--- src/rtl/uart_pkg.sv ---
// Shared UART definitions: FSM state encoding and default line/frame sizing.
// Used by both the frame transmitter and the receive side.
package uart_pkg;

    typedef enum logic [1:0] {
        ST_IDLE  = 2'd0,
        ST_START = 2'd1,
        ST_DATA  = 2'd2,
        ST_STOP  = 2'd3
    } uart_state_e;

    // 50 MHz system clock / 9600 baud
    localparam int UART_BAUD_DIV_DEF  = 5208;
    localparam int UART_NUM_BYTES_DEF = 13;
    localparam int UART_DATA_BITS     = 8;

endpackage

--- src/rtl/uart_baud_gen.sv ---
// Bit-time generator: while enabled, emits a one-cycle tick on the last clock
// of every BAUD_DIV-clock bit period. The count is held at zero while
// disabled, so every enable rising edge starts a fresh, full-length bit.
module uart_baud_gen
    import uart_pkg::*;
#(
    parameter int BAUD_DIV = UART_BAUD_DIV_DEF
) (
    input  logic i_clk,
    input  logic i_rst_n,
    input  logic i_en,
    output logic o_tick
);

    localparam int CNT_W = (BAUD_DIV > 1) ? $clog2(BAUD_DIV) : 1;

    logic [CNT_W-1:0] r_cnt;
    logic             w_last;

    assign w_last = (r_cnt == CNT_W'(BAUD_DIV - 1));
    assign o_tick = i_en & w_last;

    // Count clocks within the current bit; reload at each bit boundary
    always_ff @(posedge i_clk or negedge i_rst_n) begin
        if (!i_rst_n) begin
            r_cnt <= '0;
        end else if (!i_en || w_last) begin
            r_cnt <= '0;
        end else begin
            r_cnt <= r_cnt + 1'b1;
        end
    end

endmodule

--- src/rtl/uart_frame_tx.sv ---
// Multi-byte 8N1 UART frame transmitter. Accepts a NUM_BYTES payload on a
// TxStart request while idle and sends it most-significant byte first, each
// byte LSB first, with no gaps between bytes. Txd comes straight from a flop.
module uart_frame_tx
    import uart_pkg::*;
#(
    parameter int BAUD_DIV  = UART_BAUD_DIV_DEF,
    parameter int NUM_BYTES = UART_NUM_BYTES_DEF
) (
    input  logic                   Clk,
    input  logic                   RstN,
    input  logic                   TxStart,
    input  logic [8*NUM_BYTES-1:0] DataBuff,
    output logic                   Txd,
    output logic                   TxBusy,
    output logic                   TxDone
);

    localparam int FRAME_W = 8 * NUM_BYTES;
    localparam int BYTE_W  = (NUM_BYTES > 1) ? $clog2(NUM_BYTES) : 1;

    uart_state_e        r_state;
    uart_state_e        w_state_next;
    logic [FRAME_W-1:0] r_shreg;
    logic [2:0]         r_bit_cnt;
    logic [BYTE_W-1:0]  r_byte_cnt;
    logic               r_txd;
    logic               r_done;
    logic               w_txd_next;
    logic               w_done_next;
    logic               w_tick;
    logic               w_accept;
    logic               w_last_byte;
    logic               w_baud_en;
    logic [7:0]         w_cur_byte;
    logic [2:0]         w_bit_nxt;

    // The byte on the wire is always the top byte of the shift register
    assign w_cur_byte  = r_shreg[FRAME_W-1 -: 8];
    assign w_bit_nxt   = r_bit_cnt + 3'd1;
    assign w_last_byte = (r_byte_cnt == BYTE_W'(NUM_BYTES - 1));
    assign w_accept    = TxStart && (r_state == ST_IDLE);
    assign w_baud_en   = (r_state != ST_IDLE);

    assign Txd    = r_txd;
    assign TxBusy = (r_state != ST_IDLE);
    assign TxDone = r_done;

    uart_baud_gen #(
        .BAUD_DIV (BAUD_DIV)
    ) u_baud_gen (
        .i_clk   (Clk),
        .i_rst_n (RstN),
        .i_en    (w_baud_en),
        .o_tick  (w_tick)
    );

    // State register
    always_ff @(posedge Clk or negedge RstN) begin
        if (!RstN) begin
            r_state <= ST_IDLE;
        end else begin
            r_state <= w_state_next;
        end
    end

    // Next-state logic: one bit time in START, eight in DATA, one in STOP
    always_comb begin
        w_state_next = r_state;
        case (r_state)
            ST_IDLE:  if (w_accept) w_state_next = ST_START;
            ST_START: if (w_tick) w_state_next = ST_DATA;
            ST_DATA:  if (w_tick && (r_bit_cnt == 3'd7)) w_state_next = ST_STOP;
            ST_STOP:  if (w_tick) w_state_next = w_last_byte ? ST_IDLE : ST_START;
            default:  w_state_next = ST_IDLE;
        endcase
    end

    // Output logic: line level and done pulse for the cycle after this edge
    always_comb begin
        w_txd_next  = r_txd;
        w_done_next = 1'b0;
        case (r_state)
            ST_IDLE: begin
                w_txd_next = w_accept ? 1'b0 : 1'b1;
            end
            ST_START: begin
                if (w_tick) w_txd_next = w_cur_byte[0];
            end
            ST_DATA: begin
                if (w_tick) begin
                    w_txd_next = (r_bit_cnt == 3'd7) ? 1'b1 : w_cur_byte[w_bit_nxt];
                end
            end
            ST_STOP: begin
                if (w_tick) begin
                    w_txd_next  = w_last_byte ? 1'b1 : 1'b0;
                    w_done_next = w_last_byte;
                end
            end
            default: begin
                w_txd_next = 1'b1;
            end
        endcase
    end

    // Registered outputs so Txd has no combinational path from any input
    always_ff @(posedge Clk or negedge RstN) begin
        if (!RstN) begin
            r_txd  <= 1'b1;
            r_done <= 1'b0;
        end else begin
            r_txd  <= w_txd_next;
            r_done <= w_done_next;
        end
    end

    // Payload capture, byte shifting and bit/byte position counters
    always_ff @(posedge Clk or negedge RstN) begin
        if (!RstN) begin
            r_shreg    <= '0;
            r_bit_cnt  <= '0;
            r_byte_cnt <= '0;
        end else begin
            case (r_state)
                ST_IDLE: begin
                    r_bit_cnt  <= '0;
                    r_byte_cnt <= '0;
                    if (w_accept) r_shreg <= DataBuff;
                end
                ST_DATA: begin
                    if (w_tick) r_bit_cnt <= w_bit_nxt;
                end
                ST_STOP: begin
                    if (w_tick && !w_last_byte) begin
                        r_byte_cnt <= r_byte_cnt + 1'b1;
                        r_shreg    <= r_shreg << 8;
                    end
                end
                default: begin
                end
            endcase
        end
    end

endmodule

--- config.mk ---
export PLATFORM = sky130hd
export DESIGN_NAME = uart_frame_tx
export DESIGN_NICKNAME = d
export VERILOG_FILES = /design/src/rtl/uart_pkg.sv /design/src/rtl/uart_baud_gen.sv /design/src/rtl/uart_frame_tx.sv
export SDC_FILE = /design/constraint.sdc
export NUM_CORES = 1
export LEC_CHECK = 0
export ABC_AREA = 1
export BUFFER_PORTS_ARGS = -buffer_cell sky130_fd_sc_hd__buf_2
export CAP_MARGIN = 20
export CORE_MARGIN = 1.5
export CORE_UTILIZATION = 57
export DETAILED_ROUTE_END_ITERATION = 8
export HOLD_SLACK_MARGIN = 0.15
export PLACE_DENSITY = 0.87
export SETUP_SLACK_MARGIN = 0.02
export SLEW_MARGIN = 5
export SYNTH_ARGS = -nofsm -noshare
export SYNTH_HDL_FRONTEND = slang
export SYNTH_SLANG_ARGS = --single-unit
--- constraint.sdc ---
create_clock -name Clk -period 2.54 [get_ports Clk]
set_input_delay 0.254 -clock Clk [delete_from_list [all_inputs] [get_ports Clk]]
set_output_delay 0.254 -clock Clk [all_outputs]
set_load 0.005 [all_outputs]
==> reports/metrics.cfg, run 1 <==
[run_status]
status = complete, no violations

[yosys]
synth_mux_area_share_pct = 0.148
yosys-top-cells-area = dfrtp_1 (47%), nand2_1 (30%), nand3_1 (9.3%)
synth-compound-area-share_pct = 1.24
synth_cell_types = 30
yosys_warnings = 0
synth-simple-area-share_pct = 42.6
synth_top_area_share_pct = 47.1
synth_edf_count = 0
synth_top_family_by_area = simple AND/OR/NAND/NOR gates
yosysTopAreaCell = dfrtp_1
synthFlopType = dfrtp_1
synthAdderAreaFrac_pct = 1.85
synthCells = 951
ys_ff_latch = 128
synth_area_per_cell_sq_um = 7.09
seq_area_frac_synth_pct = 47.5
syn_nets = 1068
synthArstFlopShare_pct = 100
synth_xor_area_share_pct = 0.519
synth_area_sq_um = 6750

[worst_setup_path]
cp.required_ns = 2.84
start_kind = register
crit_fanout = 38
critical_path_class = reg2reg
cp.arrival_ns = 2.40
reg2reg_from = r_state[0]
cp-end-kind = register
r2r_slack_ns = 0.44
rr_endpoint = r_shreg[77]
rr_worst_depth = 9

[sta]
worstMarginPinSlew_ns = 0.604
hold_viol = 0
setup_viol = 0
slew_violations = 0
rsz0062_at_grt = no
fin_setup_tns_ns = 0
fin_hold_ws_ns = 0.159
timing.fmax_ghz = 0.476
fin_crit_ns = 2.10
period_share_pct = 82.8
clock_skew_ns = 0.00672
maxSlewHeadroom_pct = 59.7

[floorplan]
fp.dieH_um = 112
dieWidth_um = 112
fp-row-count = 39
core-area_sq_um = 11500
initial_utilization_pct = 58.8
pin_count = 110
die-area_sq_um = 12500

[min_path]
hold_path_depth = 5
hold_class = in2reg
min_from = DataBuff[44]
whs_endpoint = r_shreg[44]

[pwr]
p_per_area_nw_per_um2 = 1190
ir_drop_mv = 0.678
p_leak_nw = 4.55

[grt]
grt_pass1_wl_um = 27000
grt_max_degree = 102
overflow = 0
track_usage_pct = 26.9
grt_pass1_vias = 5967
grt_antenna_before_repair = 0

[placement]
gp_congestion = 0.790
dp_hpwl_um = 9540
placedInstanceArea_sq_um = 7330
io_buffers = 109

[clock_network]
clock_sinks = 128
cts_tree = yes
clk_pin_slew_ns = 0.06
cts_root_buf = clkbuf_16
cts_buffer_depth = 2
insertion_delay_ns = 0.41
cts_made_buffers = 17
cts_setup_buffers = 0
cts_max_level = 4

[final_layout]
area_growth_pct = 18.9
layout_commonest_cell = nand2_1
drive_gt1_share_pct = 15.1
stdcell_area_sq_um = 8020
final_cell_mix = nand2_1 (541), dfrtp_1 (127), nand3_1 (126)
num-fill-cells = 947
diodes = 0
final_net_count = 1158

[route]
routed_wl_um = 15700
postRouteAntennaNets = 0
drt_iter0_markers = 564
post_drt_wl_per_cell_um = 13.1
drc = 0
vias = 6396
dr.pass1.iters = 6
routed_via_density = 5.34

[job]
maxCapViolations = 0

==> through the flow <==
step	std cells	total power [mW]	setup slack (ns)	utilization, %
2_1_floorplan	951	6.26	0.743	-
3_3_place_gp	1156	6.91	0.530	63.9
3_5_place_dp	1156	7.05	0.455	63.9
4_1_cts	1197	9.59	0.428	69.9
5_1_grt	1197	10.4	0.228	69.9
6_report	1197	9.56	0.438	69.9
==> metal layers <==
layer	GRT usage (%)	routed length (um)	up-vias	share of wire (%)
li1	-	-	3150	-
met1	35.8	6650	2947	42
met2	42.7	7610	271	48
met5	0	0	-	0
met4	8.78	268	0	1.7
met3	7.84	1190	28	7.6
==> cell usage after synthesis, types with 7 or more instances <==
master and n:
nand2_1 541, dfrtp_1 127, buf_2 8, nor2_1 22
nand3_1 126, buf_6 7, buf_1 8, o21ai_0 7
buf_4 10, nor3_1 9, clkbuf_1 23, inv_1 24
ha_1 10
==> state kept, by name (all words and copies together) (netlist names) <==
name and count:
r_bit_cnt 3, r_shreg 104, TxDone 1, u_baud_gen.r_cnt 13, r_byte_cnt 4, r_state 2
Txd 1
==> worst max-delay path by stage <==
stage,startpoint,to,slack [ns],cells after the start
CTS,r_state[0],r_shreg[77],0.43,9
global placement,r_state[0],r_state[0],0.53,10
detailed placement,r_state[0],r_state[0],0.45,10
global route,r_state[0],r_state[0],0.23,10
finish,r_state[0],r_shreg[77],0.44,9
floorplan,r_state[0],r_shreg[10],0.74,9
==> final cells by class <==
type	instances	area [sq um]	area share (%)
sequential	128	3200	40.0
multi-input combinational	739	3150	39.3
timing repair buffer	127	781	9.74
clock buffer	20	457	5.70
tap	143	179	2.23
clock inverter	12	140	1.75
inverter	28	106	1.33
==> timing repair <==
item | 4_1_cts | 5_1_grt
hold buffers | 9 | 0
hold endpoints to repair | 48 | 0
resized for setup | 0 | 0
==> critical path: stages, from the launching register on <==
cell and delay (ns):
dfrtp_1 0.44, inv_1 0.14, ha_1 0.28, inv_2 0.12, nand4_2 0.16, nand2_4 0.13
nand2_4 0.25, buf_12 0.29, nand2_1 0.10, nand2_1 0.06
==> logic make-up after synthesis <==
logic type / Yosys count
adder cells (fa/ha/maj): 10
XOR/XNOR: 4
flip-flops: 128
buffers and inverters: 84
multiplexers: 1
AND/OR/NAND/NOR: 709
AO/OA/AOI/OAI: 15
==> where the power goes <==
group          internal (mW)  total, mW  switching [mW]
Sequential              2.91       3.39           0.477
Combinational           1.22       3.71            2.50
Clock                   1.58       2.45           0.873
Note: power is estimated with default switching activity, not from simulation.
==> run 2, diff against run 1 <==
--- a/config.mk
+++ b/config.mk
@@ -9,10 +9,10 @@
 export BUFFER_PORTS_ARGS = -buffer_cell sky130_fd_sc_hd__buf_2
 export CAP_MARGIN = 20
 export CORE_MARGIN = 1.5
-export CORE_UTILIZATION = 57
+export CORE_UTILIZATION = 51
 export DETAILED_ROUTE_END_ITERATION = 8
 export HOLD_SLACK_MARGIN = 0.15
-export PLACE_DENSITY = 0.87
+export PLACE_DENSITY = 0.83
 export SETUP_SLACK_MARGIN = 0.02
 export SLEW_MARGIN = 5
 export SYNTH_ARGS = -nofsm -noshare
==> constraint.sdc (replaced) <==
create_clock -name Clk -period 1.9 [get_ports Clk]
set_input_delay 0.19 -clock Clk [delete_from_list [all_inputs] [get_ports Clk]]
set_output_delay 0.19 -clock Clk [all_outputs]
set_load 0.005 [all_outputs]
==> run 2 against run 1 <==
  * Non-clock buffer count grew 105
  * Global-route usage grew 0.78 points
  * Combinational power grew 50%
  * Worst hold slack gained 0.0052 ns
  * Critical path depth is the same
  * Clock-buffer cell count grew 1
  * Sequential power grew 34%
  * Final area grew 14%
  * Power grew 38%
  * First-iteration DRC count shrank 6.4%
  * Maximum frequency grew 17%
  * Critical path type unchanged
  * Critical endpoint is now r_shreg[54]
  * Highest routed layer unchanged
==> reports/metrics.cfg, run 2 (synthesis gave the netlist of run 1 again) <==
[clock_network]
cts_made_buffers = 17  ; unchanged
insertion_delay_ns = 0.42  ; was 0.41 ns
clock_sinks = 128  ; unchanged
cts_buffer_depth = 2  ; unchanged
clk_pin_slew_ns = 0.06  ; about the same
cts_root_buf = clkbuf_16  ; unchanged
cts_tree = yes  ; unchanged
cts_max_level = 4  ; unchanged
cts_setup_buffers = 0  ; unchanged

[worst_setup_path]
reg2reg_from = u_baud_gen.r_cnt[9]  ; was r_state[0]
rr_endpoint = r_shreg[54]  ; was r_shreg[77]
critPathMaxStageDelay_ns = 0.41  ; was 0.44 ns
crit_family = simple AND/OR/NAND/NOR gates  ; unchanged
r2r_slack_ns = 0.11  ; was 0.44 ns
crit_fanout = 33  ; was 38
critical_path_buf_inv_count = 1  ; was 3
cp_slowest_cell = dfrtp_1  ; unchanged
start_kind = register  ; unchanged
rr_worst_depth = 9  ; unchanged
path_cells = nor2_1 > nand3_1 > nor2_2 > nand4_4 > nand2_8 > nand2_8 > buf_12 > nand2_1 > nand2_1  ; was inv_1 > ha_1 > inv_2 > nand4_2 > nand2_4 > nand2_4 > buf_12 > nand2_1 > nand2_1
cp-end-kind = register  ; unchanged
cp.required_ns = 2.20  ; was 2.84 ns
cp.arrival_ns = 2.09  ; was 2.40 ns
critical_path_class = reg2reg  ; unchanged

[final_layout]
largest_register_ffs = 104  ; unchanged
final_util_pct = 71.6  ; was 69.9%
drive_gt1_share_pct = 15.0  ; was 15.1%
largest-register = r_shreg  ; unchanged
regArea_sq_um = 3210  ; was 3200 sq um
reg_top3 = r_shreg: 104 flops, u_baud_gen.r_cnt: 13 flops, r_byte_cnt: 4 flops  ; unchanged
diodes = 0  ; unchanged
final_net_count = 1263  ; was 1158
layout_commonest_cell = nand2_1  ; unchanged
num-fill-cells = 881  ; was 947
area_growth_pct = 35.6  ; was 18.9%
multiInputGateArea_sq_um = 3190  ; was 3150 sq um
final_cell_mix = nand2_1 (541), dfrtp_1 (126), nand3_1 (125)  ; was nand2_1 (541), dfrtp_1 (127), nand3_1 (126)

[floorplan]
pin_count = 110  ; unchanged
die-area_sq_um = 13900  ; was 12500 sq um
core-area_sq_um = 12800  ; was 11500 sq um
initial_utilization_pct = 52.8  ; was 58.8%
fp-row-count = 41  ; was 39
dieWidth_um = 118  ; was 112 um
fp.dieH_um = 118  ; was 112 um

[sta]
maxSlewHeadroom_pct = 58.6  ; was 59.7%
slew_violations = 0  ; unchanged
timing.fmax_ghz = 0.559  ; was 0.476 GHz
rsz0062_at_grt = no  ; unchanged
fin_setup_tns_ns = 0  ; unchanged
setup_viol = 0  ; unchanged
fin_crit_ns = 1.79  ; was 2.10 ns
worstMarginPinSlew_ns = 0.621  ; was 0.604 ns
period_share_pct = 94.2  ; was 82.8%
hold_viol = 0  ; unchanged
timing.final.ws_setup_ns = 0.111  ; was 0.438 ns
clock_skew_ns = 0.00827  ; was 0.00672 ns
fin_hold_ws_ns = 0.164  ; was 0.159 ns

[pwr]
p_per_area_nw_per_um2 = 1440  ; was 1190 nW/um^2
p_leak_nw = 5.00  ; was 4.55 nW
ir_drop_mv = 0.774  ; was 0.678 mV
finalPower_mw = 13.2  ; was 9.56 mW

[min_path]
hold_class = in2reg  ; unchanged
min_from = DataBuff[24]  ; was DataBuff[44]
hold_path_depth = 5  ; unchanged
whs_endpoint = r_shreg[24]  ; was r_shreg[44]

[placement]
gp_congestion = 0.850  ; was 0.790
dp_hpwl_um = 10300  ; was 9540 um
io_buffers = 109  ; unchanged
place_ws_ns = 0.0357  ; was 0.455 ns

[route]
post_drt_wl_per_cell_um = 14.2  ; was 13.1 um
routed_via_density = 5.21  ; was 5.34
postRouteAntennaNets = 0  ; unchanged
drt_iter0_markers = 528  ; was 564
routed_wl_um = 18900  ; was 15700 um
drc = 0  ; unchanged
vias = 6924  ; was 6396
dr.pass1.iters = 5  ; was 6

[grt]
overflow = 0  ; unchanged
grt_pass1_wl_um = 31300  ; was 27000 um
grt_antenna_before_repair = 0  ; unchanged
grt_pass1_vias = 6750  ; was 5967
track_usage_pct = 27.7  ; was 26.9%
grt_max_degree = 62  ; was 102

[job]
maxCapViolations = 0  ; unchanged

[run_status]
status = complete, no violations  ; unchanged

-- run 2: cell count changes in the layout (fill, tap and decap cells not counted), sizes merged --
cell / before / now
buf: 118 / 130
clkbuf: 20 / 21
bufinv: 3 / 1
dlygate4sd3: 9 / 102
-- run 2: repair_timing --
item | in CTS | in global routing
endpoints found under the setup margin | 4 | 108
endpoints found under the hold margin | 213 | 0
cloned | 0 | 0
pin swaps | 1 | 2
resized for setup | 1 | 9
hold buffers | 102 | 0
-- run 2: cell type report --
class                   count  area share, %
clock buffers              21           5.14
multi-input cells         739           34.8
well taps                 172           2.35
clock inverters            10          0.957
inverters                  28           1.16
repair buffers            232           20.5
flip-flops and latches    128           35.0
-- run 2: per-layer routing --
| metal | routed length, um | GRT usage (%) | up-vias |
|---|---|---|---|
| li1 | - | - | 3355 |
| met1 | 7750 | 34.2 | 3198 |
| met2 | 9320 | 46.6 | 321 |
| met3 | 1250 | 5.86 | 50 |
| met4 | 558 | 12.7 | 0 |
| met5 | 0 | 0 | - |
-- run 2: metrics by stage --
stage	cells	cell area [sq um]
6_report	1330	9150
3_3_place_gp	1197	7520
5_1_grt	1330	9150
4_1_cts	1330	9100
3_5_place_dp	1197	7520
2_1_floorplan	951	6750
-- run 2: worst min-delay path: stages --
cell and delay (ns):
buf_2 0.09, nand2_1 0.05, nand2_1 0.07, nand3_1 0.08, nand2_1 0.06
-- run 2: worst max-delay path by stage --
stage / startpoint / endpoint / slack [ns] / cells after the start
after CTS: r_state[0] / r_shreg[8] / 0.02 / 7
after global routing: r_state[1] / r_state[0] / 0.004 / 9
after detailed placement: r_byte_cnt[0] / r_shreg[49] / 0.04 / 11
after floorplan: r_state[0] / r_shreg[10] / 0.10 / 9
final: u_baud_gen.r_cnt[9] / r_shreg[54] / 0.11 / 9
after global placement: r_byte_cnt[0] / r_shreg[36] / 0.06 / 11
-- run 2: power by group --
group          switching (mW)  total, mW  internal (mW)
combinational            3.55       5.58           2.03
sequential              0.647       4.55           3.90
clock                    1.17       3.05           1.88
total                    5.36       13.2           7.82
